**config.mk**
```make
export PLATFORM = sky130hd
export DESIGN_NAME = priority_arb_mux_flat
export DESIGN_NICKNAME = d
export VERILOG_FILES = /design/src/rtl/priority_arb_mux_if.sv /design/src/rtl/priority_arb_mux.sv /design/src/flat_wrapper.sv
export SDC_FILE = /design/constraint.sdc
export NUM_CORES = 1
export LEC_CHECK = 0
export ABC_AREA = 1
export CAP_MARGIN = 10
export CORE_MARGIN = 2
export CORE_UTILIZATION = 41
export CTS_BUF_LIST = sky130_fd_sc_hd__clkbuf_2 sky130_fd_sc_hd__clkbuf_4 sky130_fd_sc_hd__clkbuf_8
export DETAILED_ROUTE_END_ITERATION = 10
export PLACE_DENSITY = 0.95
export SLEW_MARGIN = 20
export SYNTH_ARGS = -nofsm -noshare
export SYNTH_HDL_FRONTEND = slang
export SYNTH_SLANG_ARGS = --single-unit
```
**constraint.sdc**
```tcl
create_clock -name clk -period 2.32 [get_ports clk]
set_input_delay 0.348 -clock clk [delete_from_list [all_inputs] [get_ports clk]]
set_output_delay 0.348 -clock clk [all_outputs]
set_load 0.02 [all_outputs]
```
**src/rtl/priority_arb_mux_if.sv**
```systemverilog
// priority_arb_mux_if
//   Bundles the N-channel request side and the single registered output side
//   of priority_arb_mux.
//   master : drives requests/data and out_ready (upstream + downstream logic)
//   slave  : the multiplexer itself
//   Signals:
//     in_valid  [N]        per-channel request
//     in_ready  [N]        per-channel accept, one-hot or zero
//     in_data   [N*WIDTH]  channel i at in_data[i*WIDTH +: WIDTH]
//     out_valid            output register holds a word
//     out_ready            downstream accepts this cycle
//     out_data  [WIDTH]    registered word
//     out_idx   [IDXW]     channel that supplied out_data
interface priority_arb_mux_if #(
    parameter int unsigned WIDTH = 8,
    parameter int unsigned N     = 6
);
    localparam int unsigned IDXW = $clog2(N);

    logic [N-1:0]       in_valid;
    logic [N-1:0]       in_ready;
    logic [N*WIDTH-1:0] in_data;
    logic               out_valid;
    logic               out_ready;
    logic [WIDTH-1:0]   out_data;
    logic [IDXW-1:0]    out_idx;

    modport master (
        output in_valid, in_data, out_ready,
        input  in_ready, out_valid, out_data, out_idx
    );

    modport slave (
        input  in_valid, in_data, out_ready,
        output in_ready, out_valid, out_data, out_idx
    );
endinterface

```
**src/rtl/priority_arb_mux.sv**
```systemverilog
// priority_arb_mux
//   Registered N-channel priority multiplexer with valid/ready handshakes.
//   Each cycle one requesting channel is granted and its word moved into a
//   one-entry output register, held until downstream accepts.
//   Ports:
//     clk      rising-edge clock
//     rst      synchronous reset, active-high
//     io_bus   priority_arb_mux_if.slave (request side + registered output)
//   Build option:
//     MUX_RR_EN  defined   -> round-robin arbitration (search downward from
//                             the last granted channel, wrapping)
//                undefined -> fixed priority, highest index wins
module priority_arb_mux #(
    parameter int unsigned WIDTH = 8,
    parameter int unsigned N     = 6
) (
    input  logic              clk,
    input  logic              rst,
    priority_arb_mux_if.slave io_bus
);
    localparam int unsigned IDXW = $clog2(N);

    logic               r_out_valid;
    logic [WIDTH-1:0]   r_out_data;
    logic [IDXW-1:0]    r_out_idx;

    logic               w_load_en;
    logic               w_any;
    logic [IDXW-1:0]    w_grant_idx;
    logic               w_xfer;
    logic [N-1:0]       w_in_ready;

`ifdef MUX_RR_EN
    logic [IDXW-1:0]    r_rr_ptr;
    int                 w_j;

    // Candidate order: rr_ptr-1, rr_ptr-2, ..., wrapping to N-1, rr_ptr last.
    always_comb begin
        w_any       = 1'b0;
        w_grant_idx = '0;
        w_j         = 0;
        for (int k = 1; k <= int'(N); k++) begin
            w_j = int'(r_rr_ptr) + int'(N) - k;
            if (w_j >= int'(N)) begin
                w_j = w_j - int'(N);
            end
            if (!w_any && io_bus.in_valid[IDXW'(w_j)]) begin
                w_any       = 1'b1;
                w_grant_idx = IDXW'(w_j);
            end
        end
    end
`else
    // Fixed priority: scan from the top so the highest set index wins.
    always_comb begin
        w_any       = 1'b0;
        w_grant_idx = '0;
        for (int i = int'(N) - 1; i >= 0; i--) begin
            if (!w_any && io_bus.in_valid[i]) begin
                w_any       = 1'b1;
                w_grant_idx = IDXW'(i);
            end
        end
    end
`endif

    // Output slot is free if empty or being drained this cycle.
    assign w_load_en = ~r_out_valid | io_bus.out_ready;
    assign w_xfer    = w_any & w_load_en & ~rst;

    always_comb begin
        w_in_ready = '0;
        if (w_xfer) begin
            w_in_ready[w_grant_idx] = 1'b1;
        end
    end

    always_ff @(posedge clk) begin
        if (rst) begin
            r_out_valid <= 1'b0;
            r_out_data  <= '0;
            r_out_idx   <= '0;
        end else if (w_xfer) begin
            r_out_valid <= 1'b1;
            r_out_data  <= io_bus.in_data[w_grant_idx*WIDTH +: WIDTH];
            r_out_idx   <= w_grant_idx;
        end else if (io_bus.out_ready) begin
            r_out_valid <= 1'b0;
        end
    end

`ifdef MUX_RR_EN
    always_ff @(posedge clk) begin
        if (rst) begin
            r_rr_ptr <= IDXW'(N - 1);
        end else if (w_xfer) begin
            r_rr_ptr <= w_grant_idx;
        end
    end
`endif

    assign io_bus.in_ready  = w_in_ready;
    assign io_bus.out_valid = r_out_valid;
    assign io_bus.out_data  = r_out_data;
    assign io_bus.out_idx   = r_out_idx;
endmodule

```
**src/flat_wrapper.sv**
```systemverilog
// flat-port wrapper written by rule: the top's interface ports become plain ports
module priority_arb_mux_flat 
#(
    parameter int unsigned WIDTH = 8,
    parameter int unsigned N     = 6
)
  (clk, rst, io_bus_in_valid, io_bus_in_data, io_bus_out_ready, io_bus_in_ready, io_bus_out_valid, io_bus_out_data, io_bus_out_idx);
  priority_arb_mux_if #(.WIDTH(WIDTH), .N(N)) io_bus_i ();
  input  logic clk;
  input  logic rst;
  input wire logic [$bits(io_bus_i.in_valid)-1:0] io_bus_in_valid;
  input wire logic [$bits(io_bus_i.in_data)-1:0] io_bus_in_data;
  input wire logic [$bits(io_bus_i.out_ready)-1:0] io_bus_out_ready;
  output wire logic [$bits(io_bus_i.in_ready)-1:0] io_bus_in_ready;
  output wire logic [$bits(io_bus_i.out_valid)-1:0] io_bus_out_valid;
  output wire logic [$bits(io_bus_i.out_data)-1:0] io_bus_out_data;
  output wire logic [$bits(io_bus_i.out_idx)-1:0] io_bus_out_idx;
  assign io_bus_i.in_valid = io_bus_in_valid;
  assign io_bus_i.in_data = io_bus_in_data;
  assign io_bus_i.out_ready = io_bus_out_ready;
  assign io_bus_in_ready = io_bus_i.in_ready;
  assign io_bus_out_valid = io_bus_i.out_valid;
  assign io_bus_out_data = io_bus_i.out_data;
  assign io_bus_out_idx = io_bus_i.out_idx;
  priority_arb_mux #(.WIDTH(WIDTH), .N(N)) u_core (.clk(clk), .rst(rst), .io_bus(io_bus_i));
endmodule
```
==> summary.txt, run 1 <==
Run status
  • Outcome: finished, final reports clean

Clock tree
  • Clk Latency, worst-skew pair: 0.27 ns
  • Post-CTS setup buffers: 0
  • Sink Count: 12
  • H-Tree Depth: 1
  • Num CTS Buffers: 3
  • Max clock buf depth: 2
  • Cts hold-fix bufs: 0
  • CTS clock-pin slew for the worst setup and hold paths: 0.07 ns
  • CTS tree: yes
  • CTS root buf: clkbuf_4

Final layout
  • Number of fill cells: 207
  • Finished Layout Cells: 331
  • End-of-flow core utilization: 74.87%
  • Multi-input gate area: 739.5 sq um
  • N_diodes: 0
  • Reg area: 240.2 sq um
  • Synthesis-to-layout area growth: 73.67%
  • Nets@finish: 359
  • Most frequent cells in the layout: nand2_1, clkdlybuf4s50_1, nand3_1
  • Layout cell share with drive strength beyond 1: 12.33%
  • Most common cell after layout, fill and taps aside: nand2_1
  • Design area: 0.002047 sq mm

Global routing
  • Initial antenna violation count: 0
  • Largest net degree at the start of global routing: 21
  • Overflow after GRT: 0
  • GRT Util Overall: 26.58%
  • First-pass GRT wire length: 6989 um
  • Number of global-route vias before repair: 1,605

STA
  • RSZ-0062 raised after global routing: no
  • Crit share post-route: 95.30%
  • Setup tns final: 0 ns
  • Max-Slew Margin vs Limit: 79.87%
  • Clock skew after layout: 0.004164 ns
  • Max-slew violations: 0
  • Endpoints failing setup: 0
  • Tmin final: 2.211 ns
  • Final hold vios: 0
  • Fin Hold WS: 0.4731 ns
  • Worst-Margin Slew: 0.3009 ns
  • Fmax: 452.3 MHz

Pwr
  • Pwr/cell area: 356.5 mW/mm^2
  • Leak pwr: 1.074 nW
  • Peak VDD IR: 561.0 uV

Synthesis
  • Synth Register Bits: 12
  • Mapped Cells: 211
  • Synth warn: 0
  • Synth unique cells: 23
  • Syn_area_per_cell: 5.586 sq um
  • Post-Syn Nets: 268
  • Part of the Yosys area used for sequential elements: 20.38%
  • Synthesized area: 0.001179 sq mm

Drt
  • Routed via count: 1,636
  • Number of remaining DRC errors: 0
  • DR iter-0 viols: 93
  • DRT Wirelength: 4178 um
  • DR pass1 iterations: 4
  • Routed len/inst: 12.62 um
  • Vias per inst: 4.943
  • Antenna-violating nets left: 0

Worst hold path
  • WHS Endpoint: u_core.io_bus.out_data[0]
  • Min-delay src: u_core.io_bus.out_data[0]
  • Worst hold path depth: 2
  • Hold crit path type: reg2reg

Critical path
  • Family with the most delay on the worst path: buffers and inverters
  • Slowest CP cell: clkdlybuf4s50_1
  • RR Startpoint: u_core.io_bus.out_valid
  • Max incr delay on CP: 0.42 ns
  • Critical path type: in2out
  • Worst setup SP type: input port
  • Cell Chain, Critical Path: clkdlybuf4s50_1 > buf_4 > nor2_4 > nand3_2 > nand2_4 > inv_2 > nor2_1 > clkdlybuf4s15_1
  • CP required: 1.97 ns
  • Crit Path Max Fanout: 5
  • FF-to-FF path depth: 8
  • CP bufs+invs: 4
  • Setup crit end kind: output port
  • R2R Setup Slk: 0.86 ns
  • Crit path arrival time: 1.86 ns
  • RR Endpoint: u_core.io_bus.out_idx[2]

Floorplanning
  • Die Y: 57.62 um
  • Die area: 0.003319 sq mm
  • Die W: 57.62 um
  • Initial Util: 43.11%
  • Row cnt: 19
  • Core area: 0.002734 sq mm
  • I/O pin total: 75

Placement
  • Placed inst area: 0.002041 sq mm
  • DP Wirelength: 3281 um
  • # port buffers: 74
  • RePlAce Congestion: 0.8959
  • Placed cell count: 328

Job
  • Max-cap violations: 0
-- kinds of logic (layout without fill, tap and decap cells) --
family                 after synthesis  after routing  synth area share, %
DFF                                 12             12                20.38
buffers and inverters               42            131                16.88
AOI/OAI and AO/OA                    4              4                2.654
and+or+nand+nor                    153            153                60.08
-- synthesized netlist by cell type --
cell	count	area, sq um
nand2_1	78	292.8
nor2_8	1	20.02
dfxtp_1	12	240.2
nand3_2	1	10.01
nor3_2	1	10.01
clkbuf_1	1	3.750
buf_2	3	15.01
buf_8	1	15.01
a21oi_1	2	10.01
nand4_1	2	12.51
buf_6	3	33.78
nand3_1	34	170.2
nor2_4	2	22.52
buf_4	1	7.510
a21oi_4	1	16.27
nor2_2	1	6.260
inv_2	1	3.750
inv_1	32	120.1
nor2_1	23	86.33
nand3b_1	8	60.06
o21ai_0	1	5.000
nand2_2	1	6.260
nand2_4	1	11.26
-- registers in the layout, indices dropped and copies added (netlist names) --
name,cells
u_core.io_bus.out_valid,1
u_core.io_bus.out_idx,3
u_core.io_bus.out_data,8
-- area by class of cell --
cell class | count | area share, %
Clock buffer | 3 | 1.100
Inverter | 33 | 6.051
Multi-Input combinational cell | 157 | 36.12
Sequential cell | 12 | 11.74
Tap cell | 31 | 1.895
Timing Repair Buffer | 95 | 43.09
-- metal layers --
metal,track usage [%],wire (um),vias up
met2,46.59,2043,65
met1,32.46,1710,736
met5,0,0,-
met4,6.645,83,0
li1,-,-,825
met3,6.696,340,10
-- report_power, final --
part	internal, mW	switching, mW	total (mW)
Sequential	0.228	0.0133	0.242
Clock	0.0602	0.0686	0.129
Combinational	0.192	0.168	0.359
-- worst min-delay path, delay by kind of cell, from the launching register on --
family | cells | cell delay [ns]
flops | 1 | 0.31
simple gates | 2 | 0.12
-- worst max path at each step --
stage	start	to	slack, ns	cells past startpoint
6_report	io_bus_in_valid[3]	io_bus_in_ready[3]	0.11	8
5_1_grt	io_bus_in_valid[2]	io_bus_in_ready[3]	0.006	8
4_1_cts	io_bus_in_valid[2]	io_bus_in_ready[0]	0.003	10
3_5_place_dp	io_bus_in_valid[2]	io_bus_in_ready[0]	-0.28	10
3_3_place_gp	io_bus_in_valid[2]	io_bus_in_ready[0]	-0.20	10
2_1_floorplan	io_bus_in_valid[4]	io_bus_in_ready[2]	0.62	7
-- stage by stage --
step                power, mW  worst slack (ns)
floorplan              0.4107            0.6209
global placement       0.5949           -0.1970
detailed placement     0.6034           -0.2758
CTS                    0.7262          0.002751
global route           0.7728          0.006188
finish                 0.7297            0.1091
-- repair_timing --
action	CTS	global route
cloned	0	0
resized for setup	6	8
endpoints found under the setup margin	6	5
Power figures use the tool's default switching activity.
==> inputs of run 2 (changes only) <==
SKIP_LAST_GASP = 1   (was default)
==> results of run 2 <==
Final layout, timing and power as in run 1 (identical DEF).
